<file path="src/rtl/rv32m_iter_muldiv.sv">
// Iterative RV32M multiply/divide unit: shift-add multiplier and restoring
// divider sharing one accumulator pair, one bit per cycle.
module rv32m_iter_muldiv #(
   parameter int XLEN = 32,
   parameter int RD_W = 5,
   parameter int PC_W = 32
) (
   input  logic            clk,
   input  logic            rst,
   input  logic            in_valid,
   output logic            in_ready,
   input  logic [2:0]      in_funct3,
   input  logic [XLEN-1:0] in_rs1,
   input  logic [XLEN-1:0] in_rs2,
   input  logic [RD_W-1:0] in_rd,
   input  logic [PC_W-1:0] in_pc,
   input  logic            flush,
   output logic            out_valid,
   input  logic            out_ready,
   output logic [XLEN-1:0] out_data,
   output logic [RD_W-1:0] out_rd,
   output logic [PC_W-1:0] out_pc,
   output logic            busy
);

   localparam int CW = $clog2(XLEN);
   localparam logic [XLEN-1:0] MIN_VAL = {1'b1, {(XLEN-1){1'b0}}};

   localparam logic [1:0] IDLE = 2'd0;
   localparam logic [1:0] CALC = 2'd1;
   localparam logic [1:0] DONE = 2'd2;

   logic [1:0]      state;
   logic [CW-1:0]   cnt;
   logic [XLEN-1:0] acc;
   logic [XLEN-1:0] lo;
   logic [XLEN-1:0] opb;
   logic [2:0]      op;
   logic            neg_q;
   logic            neg_r;

   logic            sign_a;
   logic            sign_b;
   logic            a_neg;
   logic            b_neg;
   logic            div_zero;
   logic            ovf;
   logic [XLEN-1:0] a_mag;
   logic [XLEN-1:0] b_mag;
   logic [XLEN-1:0] special_res;

   always_comb begin
      sign_a = 1'b0;
      sign_b = 1'b0;
      unique case (in_funct3)
         3'b001, 3'b100, 3'b110: begin
            sign_a = 1'b1;
            sign_b = 1'b1;
         end
         3'b010:  sign_a = 1'b1;
         default: ;
      endcase
   end

   assign a_neg    = sign_a & in_rs1[XLEN-1];
   assign b_neg    = sign_b & in_rs2[XLEN-1];
   assign a_mag    = a_neg ? -in_rs1 : in_rs1;
   assign b_mag    = b_neg ? -in_rs2 : in_rs2;
   assign div_zero = in_funct3[2] && (in_rs2 == '0);
   assign ovf      = in_funct3[2] && !in_funct3[0]
                     && (in_rs1 == MIN_VAL) && (in_rs2 == '1);

   always_comb begin
      if (div_zero)
         special_res = in_funct3[1] ? in_rs1 : '1;
      else
         special_res = in_funct3[1] ? '0 : in_rs1;
   end

   // One iteration: multiply shifts the product right, divide shifts left.
   logic [XLEN:0]   mul_sum;
   logic [XLEN:0]   div_sh;
   logic [XLEN:0]   div_diff;
   logic            div_ge;
   logic [XLEN-1:0] acc_n;
   logic [XLEN-1:0] lo_n;

   assign mul_sum  = {1'b0, acc} + (lo[0] ? {1'b0, opb} : '0);
   assign div_sh   = {acc, lo[XLEN-1]};
   assign div_diff = div_sh - {1'b0, opb};
   assign div_ge   = !div_diff[XLEN];

   always_comb begin
      if (op[2]) begin
         acc_n = div_ge ? div_diff[XLEN-1:0]
                        : {acc[XLEN-2:0], lo[XLEN-1]};
         lo_n  = {lo[XLEN-2:0], div_ge};
      end else begin
         acc_n = mul_sum[XLEN:1];
         lo_n  = {mul_sum[0], lo[XLEN-1:1]};
      end
   end

   logic [2*XLEN-1:0] prod;
   logic [2*XLEN-1:0] prod_s;
   logic [XLEN-1:0]   quo;
   logic [XLEN-1:0]   rem;
   logic [XLEN-1:0]   result;

   assign prod   = {acc_n, lo_n};
   assign prod_s = neg_q ? -prod : prod;
   assign quo    = neg_q ? -lo_n : lo_n;
   assign rem    = neg_r ? -acc_n : acc_n;

   always_comb begin
      result = quo;
      unique case (1'b1)
         (op == 3'b000):        result = prod_s[XLEN-1:0];
         (!op[2] && op != '0):  result = prod_s[2*XLEN-1:XLEN];
         (op[2] && op[1]):      result = rem;
         default:               result = quo;
      endcase
   end

   always_ff @(posedge clk or posedge rst) begin
      if (rst) begin
         state    <= IDLE;
         cnt      <= '0;
         acc      <= '0;
         lo       <= '0;
         opb      <= '0;
         op       <= '0;
         neg_q    <= 1'b0;
         neg_r    <= 1'b0;
         out_data <= '0;
         out_rd   <= '0;
         out_pc   <= '0;
      end else if (flush) begin
         state <= IDLE;
      end else begin
         unique case (state)
            IDLE: begin
               if (in_valid) begin
                  op     <= in_funct3;
                  out_rd <= in_rd;
                  out_pc <= in_pc;
                  neg_q  <= a_neg ^ b_neg;
                  neg_r  <= a_neg;
                  if (div_zero || ovf) begin
                     out_data <= special_res;
                     state    <= DONE;
                  end else begin
                     acc   <= '0;
                     lo    <= a_mag;
                     opb   <= b_mag;
                     cnt   <= CW'(XLEN-1);
                     state <= CALC;
                  end
               end
            end
            CALC: begin
               acc <= acc_n;
               lo  <= lo_n;
               cnt <= cnt - 1'b1;
               if (cnt == '0) begin
                  out_data <= result;
                  state    <= DONE;
               end
            end
            DONE: begin
               if (out_ready)
                  state <= IDLE;
            end
            default: state <= IDLE;
         endcase
      end
   end

   assign in_ready  = (state == IDLE);
   assign busy      = (state != IDLE);
   assign out_valid = (state == DONE);

endmodule

</file>
<file path="config.mk">
export PLATFORM = sky130hd
export DESIGN_NAME = rv32m_iter_muldiv
export DESIGN_NICKNAME = d
export VERILOG_FILES = /design/src/rtl/rv32m_iter_muldiv.sv
export SDC_FILE = /design/constraint.sdc
export NUM_CORES = 1
export LEC_CHECK = 0
export ABC_AREA = 1
export CORE_ASPECT_RATIO = 0.9
export CORE_MARGIN = 2
export CORE_UTILIZATION = 45
export CTS_CLUSTER_DIAMETER = 120
export DETAILED_ROUTE_END_ITERATION = 12
export MAX_ROUTING_LAYER = met4
export PLACE_DENSITY = 0.65
export SYNTH_ARGS = -nofsm -noshare
export SYNTH_HDL_FRONTEND = slang
export SYNTH_SLANG_ARGS = --single-unit
</file>
<file path="constraint.sdc">
create_clock -name clk -period 9.26 [get_ports clk]
set_clock_uncertainty 0.05 [all_clocks]
set_input_delay 2.315 -clock clk [delete_from_list [all_inputs] [get_ports clk]]
set_output_delay 2.315 -clock clk [all_outputs]
set_load 0.05 [all_outputs]
</file>
==> metrics.md, run 1 <==
| Metric | Value |
|---|---|
| Seq/Total Area, Yosys | `0.241` |
| Port-buffer cells | `180` |
| Pleak | `around 0.011 uW` |
| Die extent in x | `roughly 220 um` |
| Crit path max fanout | `11` |
| DR vias | `21700` |
| Post-synth EDFFs | `0` |
| # H-tree levels | `4` |
| Synthesized net count | `3271` |
| Detailed-placement wirelength estimate | `64300 um` |
| Synth-to-layout area growth | `15.8%` |
| Remaining DRCs | `0` |
| # hold bufs at CTS | `0` |
| Final nets | `~3400` |
| CP Launch Type | `flop` |
| Count of cell types in the netlist | `59` |
| Core region area | `0.0405 mm2` |
| Skew-Pair Late Insertion Delay | `480 ps` |
| Largest net degree at the start of global routing | `between 70 and 80` |
| Max Cap Viol | `0` |
| TritonRoute pass-1 iters | `7` |
| Gr ovfl total | `0` |
| Remaining antenna violation count after routing | `0` |
| Run status | `complete, no violations` |
| Die height | `196 um` |
| Tmin final | `6010 ps` |
| GRT Overall Usage | `0.387` |
| Critical Path AT | `6330 ps` |
| Worst hold path class | `reg2reg` |
| Mux contribution to synthesized area | `0` |
| Reg area | `0.00443 mm2` |
| Avg WL per Cell | `about 21 um` |
| DRT iter0 DRCs | `2771` |
| CP Capture Type | `flop` |
| Most common cell after layout, fill and taps aside | `nand2_1` |
| Vias in the first global route | `19900` |
| Worst slew pin tran | `1120 ps` |
| Most frequent cells in the layout | `nand2_1, inv_1, nor2_1` |
| Die area | `approximately 0.043 mm2` |
| Cell Rows | `70` |
| Starting Density | `0.455` |
| Post-synthesis simple-gate area fraction | `0.412` |
| Core Util, Final | `0.527` |
| Max Clock Freq | `between 0.15 and 0.2 GHz` |
| Slew Limit Fails | `0` |
| FILL cells | `4302` |
| Crit path kind | `reg2reg` |
| TritonCTS clock tree | `built` |
| Cell family with most CP delay | `simple AND/OR/NAND/NOR gates` |
| Multi-input logic area | `between 0.01 and 0.015 mm2` |
| First-pass GRT wire length | `121000 um` |
| Source of the critical timing path | `opb[0]` |
| Crit share post-route | `0.649` |
| Required time worst endpoint | `9580 ps` |
| CTS max path bufs | `2` |
| Pwr Density | `approximately 440 mW/mm2` |
| VDD IR max | `~0.26 mV` |
| Layout cells sized above 1 | `0.0536` |
| Compound-gate portion of the synthesized area | `0.147` |
| Setup bufs post-CTS | `0` |
| RSZ-0062 raised after global routing | `false` |
| Critical Path Stages | `30` |
| Slowest cell delay on critical path | `500 ps` |
| Gp weighted congestion | `1.05` |
| Ys Warns | `0` |
| Ant diodes | `0` |
| Area of the mapped netlist | `0.0184 mm2` |
| Clock Sinks | `177` |
| Yosys reg bits | `177` |
| Mapped Cells | `3089` |
| CTS buffer count | `17` |
| Reg2Reg Setup Slack | `3250 ps` |
| Worst r2r path cells | `30` |
| Clock-pin slew on the worst setup and hold paths | `approximately 80 ps` |
| Slowest-stage cell, CP | `dfrtp_1` |
| Final wirelength | `80200 um` |
| Avg Cell Area, Syn | `5.96 um2` |
| CP endpoint | `out_data[2]` |
| Sum of buffers and inverters on the critical path | `3` |
| Main combinational cell family by area after synthesis | `simple AND/OR/NAND/NOR gates` |
| Worst r2r src | `opb[0]` |
| Setup violators final | `0` |
| Most common cell on crit path | `nand2_1` |
| Post-CTS sizing | `0` |
| Reg-to-reg endpoint | `out_data[2]` |
| Initial antenna violation count | `1` |
| Setup TNS Final | `0 ps` |
| XOR/XNOR Fraction of Synth Area | `0.0466` |
| Post-synthesis adder-cell area fraction | `0.0504` |
| FFs w/ async S/R, synth | `1.00` |
| Synth Flop Type | `dfrtp_1` |
| Clock Tree Root | `clkbuf_16` |
| Fin. Hold Viols | `0` |
| Via-to-Cell Ratio | `around 5.8` |
| Slew headroom | `0.248` |
| I/O pin count | `181` |
==> kinds of logic after synthesis <==
kind of cell	after synthesis
XOR/XNOR	98
AO/OA/AOI/OAI	466
buffers and inverters	493
AND/OR/NAND/NOR	1782
adder cells (fa/ha/maj)	73
flip-flops	177
==> cell usage after synthesis (9+ instances only) <==
master | number | share of area
nor4_1 | 13 | 0.0044
o211ai_1 | 15 | 0.0061
clkbuf_1 | 73 | 0.015
o21a_1 | 9 | 0.0037
o21ai_1 | 17 | 0.0046
xor2_1 | 77 | 0.037
nand2_1 | 1081 | 0.22
a22oi_1 | 21 | 0.0086
xnor2_1 | 21 | 0.010
dfrtp_1 | 177 | 0.24
nand2_2 | 32 | 0.011
nand3_1 | 238 | 0.065
buf_2 | 16 | 0.0044
ha_1 | 71 | 0.048
o22ai_1 | 10 | 0.0034
nor3_1 | 36 | 0.0098
a21oi_1 | 94 | 0.026
a31oi_1 | 42 | 0.014
nand3b_1 | 26 | 0.011
nor2_2 | 14 | 0.0048
inv_1 | 377 | 0.077
or2_2 | 12 | 0.0041
nor2_1 | 260 | 0.053
nand4_1 | 38 | 0.013
o21ai_0 | 210 | 0.057
==> report_power, final <==
part,internal (uW),switching (uW)
clock,413,387
combinational,1970,5130
sequential,1110,356
==> per-layer routing <==
metal / GRT usage / part of all wire / vias up
met5: - / 0 / -
met4: 0.0890 / 0.024 / 0
met3: 0.0901 / 0.11 / 132
met2: 0.539 / 0.40 / 1175
met1: 0.563 / 0.46 / 10200
li1: - / - / 10200
==> flip-flops by register name, summed over array words and instances, names as in the netlist <==
| register | flops |
|---|---|
| acc | 32 |
| lo | 32 |
| opb | 32 |
| out_data | 32 |
| out_pc | 32 |
| cnt | 5 |
| out_rd | 5 |
| op | 3 |
| state | 2 |
| neg_q | 1 |
| neg_r | 1 |
==> worst min-delay path by stage <==
stage / to / from / cells past startpoint
2_1_floorplan: op[0] / op[0] / 2
3_3_place_gp: out_rd[3] / out_rd[3] / 2
3_5_place_dp: out_pc[15] / out_pc[15] / 2
4_1_cts: out_pc[15] / out_pc[15] / 2
5_1_grt: out_pc[21] / out_pc[21] / 2
6_report: out_pc[15] / out_pc[15] / 2
==> layout make-up <==
type / instances / share of cell area
inverters: 391 / 0.0692
multi-input cells: 2419 / 0.568
flip-flops and latches: 177 / 0.208
clock inverters: 14 / 0.00881
clock buffers: 18 / 0.0201
well taps: 540 / 0.0317
repair buffers: 208 / 0.0944
==> stage by stage <==
stage	cell area [um2]	total power (uW)	instances	hold WS [ps]	setup slack (ps)
final	21300	9360	3767	422	3250
after global routing	21300	10000	3767	453	3020
after CTS	21300	9140	3767	427	3430
after detailed placement	20700	8310	3735	408	2990
after global placement	20700	8240	3735	403	3090
after floorplan	18400	5980	3089	404	2090
==> worst min-delay path, delay by kind of cell, from the launching register on <==
family           cells  cell delay (ps)
flip-flops           1              350
AND/OR/NAND/NOR      2               90
(Power assumes the default switching activity.)
==> run 2, diff against run 1 <==
==> constraint.sdc (replaced) <==
create_clock -name clk -period 5.8 [get_ports clk]
set_clock_uncertainty 0.05 [all_clocks]
set_input_delay 1.45 -clock clk [delete_from_list [all_inputs] [get_ports clk]]
set_output_delay 1.45 -clock clk [all_outputs]
set_load 0.05 [all_outputs]
==> run 2 against run 1 <==
Against the previous run:
- non-clock buffer count rose by 15
- critical path type unchanged
- clock-buffer cell count is the same
- total power up 58%
- sequential share of layout area shrank 0.095 points
==> metrics.md, run 2 (same netlist as run 1, synthesis figures left out) <==
| Metric | Value |
|---|---|
| Gp weighted congestion | `1.03` |
| Setup violators final | `0` |
| Slowest cell delay on critical path | `440 ps` |
| Initial antenna violation count | `1` |
| Final wirelength | `78800 um` |
| # hold bufs at CTS | `0` |
| Clock Sinks | `177` |
| VDD IR max | `0.396 mV` |
| TritonRoute pass-1 iters | `7` |
| Cell Rows | `70` |
| Layout cells sized above 1 | `0.0580` |
| DP Area | `between 0.02 and 0.025 mm2` |
| Pleak | `0.0107 uW` |
| Largest net degree at the start of global routing | `81` |
| Required time worst endpoint | `roughly 6000 ps` |
| Synth-to-layout area growth | `16.3%` |
| Gr ovfl total | `0` |
| Skew-Pair Late Insertion Delay | `480 ps` |
| Worst hold path class | `reg2reg` |
| Vias in the first global route | `19800` |
| Crit path max fanout | `6` |
| # H-tree levels | `4` |
| Critical Path AT | `5100 ps` |
| Detailed-placement wirelength estimate | `63800 um` |
| Core region area | `just over 0.04 mm2` |
| Slowest-stage cell, CP | `fa_1` |
| Remaining antenna violation count after routing | `0` |
| Die extent in x | `217 um` |
| TritonCTS clock tree | `built` |
| Port-buffer cells | `180` |
| Max Clock Freq | `0.209 GHz` |
| Max Cap Viol | `0` |
| DRT iter0 DRCs | `2272` |
| Via-to-Cell Ratio | `5.63` |
| Worst slew pin tran | `between 1000 and 1500 ps` |
| Setup TNS Final | `0 ps` |
| Post-CTS sizing | `0` |
| Final worst slack | `1020 ps` |
| Die area | `0.0425 mm2` |
| Most common cell on crit path | `nand2_1` |
| Crit path kind | `reg2reg` |
| Remaining DRCs | `0` |
| CP Launch Type | `flop` |
| Avg WL per Cell | `20.8 um` |
| I/O pin count | `181` |
| CTS buffer count | `17` |
| RSZ-0062 raised after global routing | `false` |
| GRT Overall Usage | `0.381` |
| Die height | `196 um` |
| Core Util, Final | `0.529` |
| Finished Cell Area | `0.0214 mm2` |
| Tmin final | `4780 ps` |
| Final nets | `3411` |
| Slew Limit Fails | `0` |
| Most common cell after layout, fill and taps aside | `nand2_1` |
| Fin. Hold Viols | `0` |
| DR vias | `21300` |
| First-pass GRT wire length | `118000 um` |
| Starting Density | `0.455` |
| Crit share post-route | `0.825` |
| CTS max path bufs | `2` |
| Power, Total | `14800 uW` |
| Pwr Density | `693 mW/mm2` |
| Most frequent cells in the layout | `nand2_1, inv_1, nor2_1` |
| CP Capture Type | `flop` |
| Run status | `complete, no violations` |
| Clock Tree Root | `clkbuf_16` |
| Clock-pin slew on the worst setup and hold paths | `~80 ps` |
| Setup bufs post-CTS | `0` |
| Slew headroom | `0.145` |
| Placement Setup Slack | `about 770 ps` |
[run 2: cell type report]
cell class              instances  area, um2
diodes                          1       2.50
clock buffers                  18        429
clock inverters                14        146
fillers                      4214      19100
inverters                     391       1470
multi-input cells            2419      12100
flip-flops and latches        177       4430
well taps                     540        676
repair buffers                223       2150
[run 2: stage by stage]
stage	cells	hold WS, ps
after floorplan	3089	404
final	3783	425
after global placement	3750	402
after detailed placement	3750	409
after global routing	3783	449
after CTS	3782	429
[run 2: layer usage]
| layer | up-vias | part of all wire | wire [um] | GRT usage |
|---|---|---|---|---|
| met1 | 9909 | 0.46 | 36000 | 0.529 |
| met5 | - | 0 | 0 | - |
| met3 | 124 | 0.12 | 9430 | 0.134 |
| met4 | 0 | 0.028 | 2210 | 0.109 |
| li1 | 10200 | - | - | - |
| met2 | 1027 | 0.40 | 31200 | 0.518 |
[run 2: worst paths after layout]
check / from / end / slack [ps] / cells after the start
min reg2reg: out_pc[11] / out_pc[11] / 420 / 2
min in group asynchronous: rst / out_pc[9] / 1460 / 2
max in group asynchronous: rst / out_data[20] / 3270 / 3
max reg2reg: lo[31] / out_data[28] / 1020 / 34
min: out_pc[11] / out_pc[11] / 420 / 2
max: lo[31] / out_data[28] / 1020 / 34
[run 2: where the power goes]
part / internal (uW) / switching [uW]
clock network: 609 / 612
registers: 1780 / 530
logic: 3240 / 8070
total: 5620 / 9210
[run 2: worst max-delay path, delay by kind of cell (launching register included)]
family	cells	cell delay, ps
compound gates	1	200
flops	1	320
fa+ha+maj	3	960
buf+inv	4	440
simple gates	26	2700
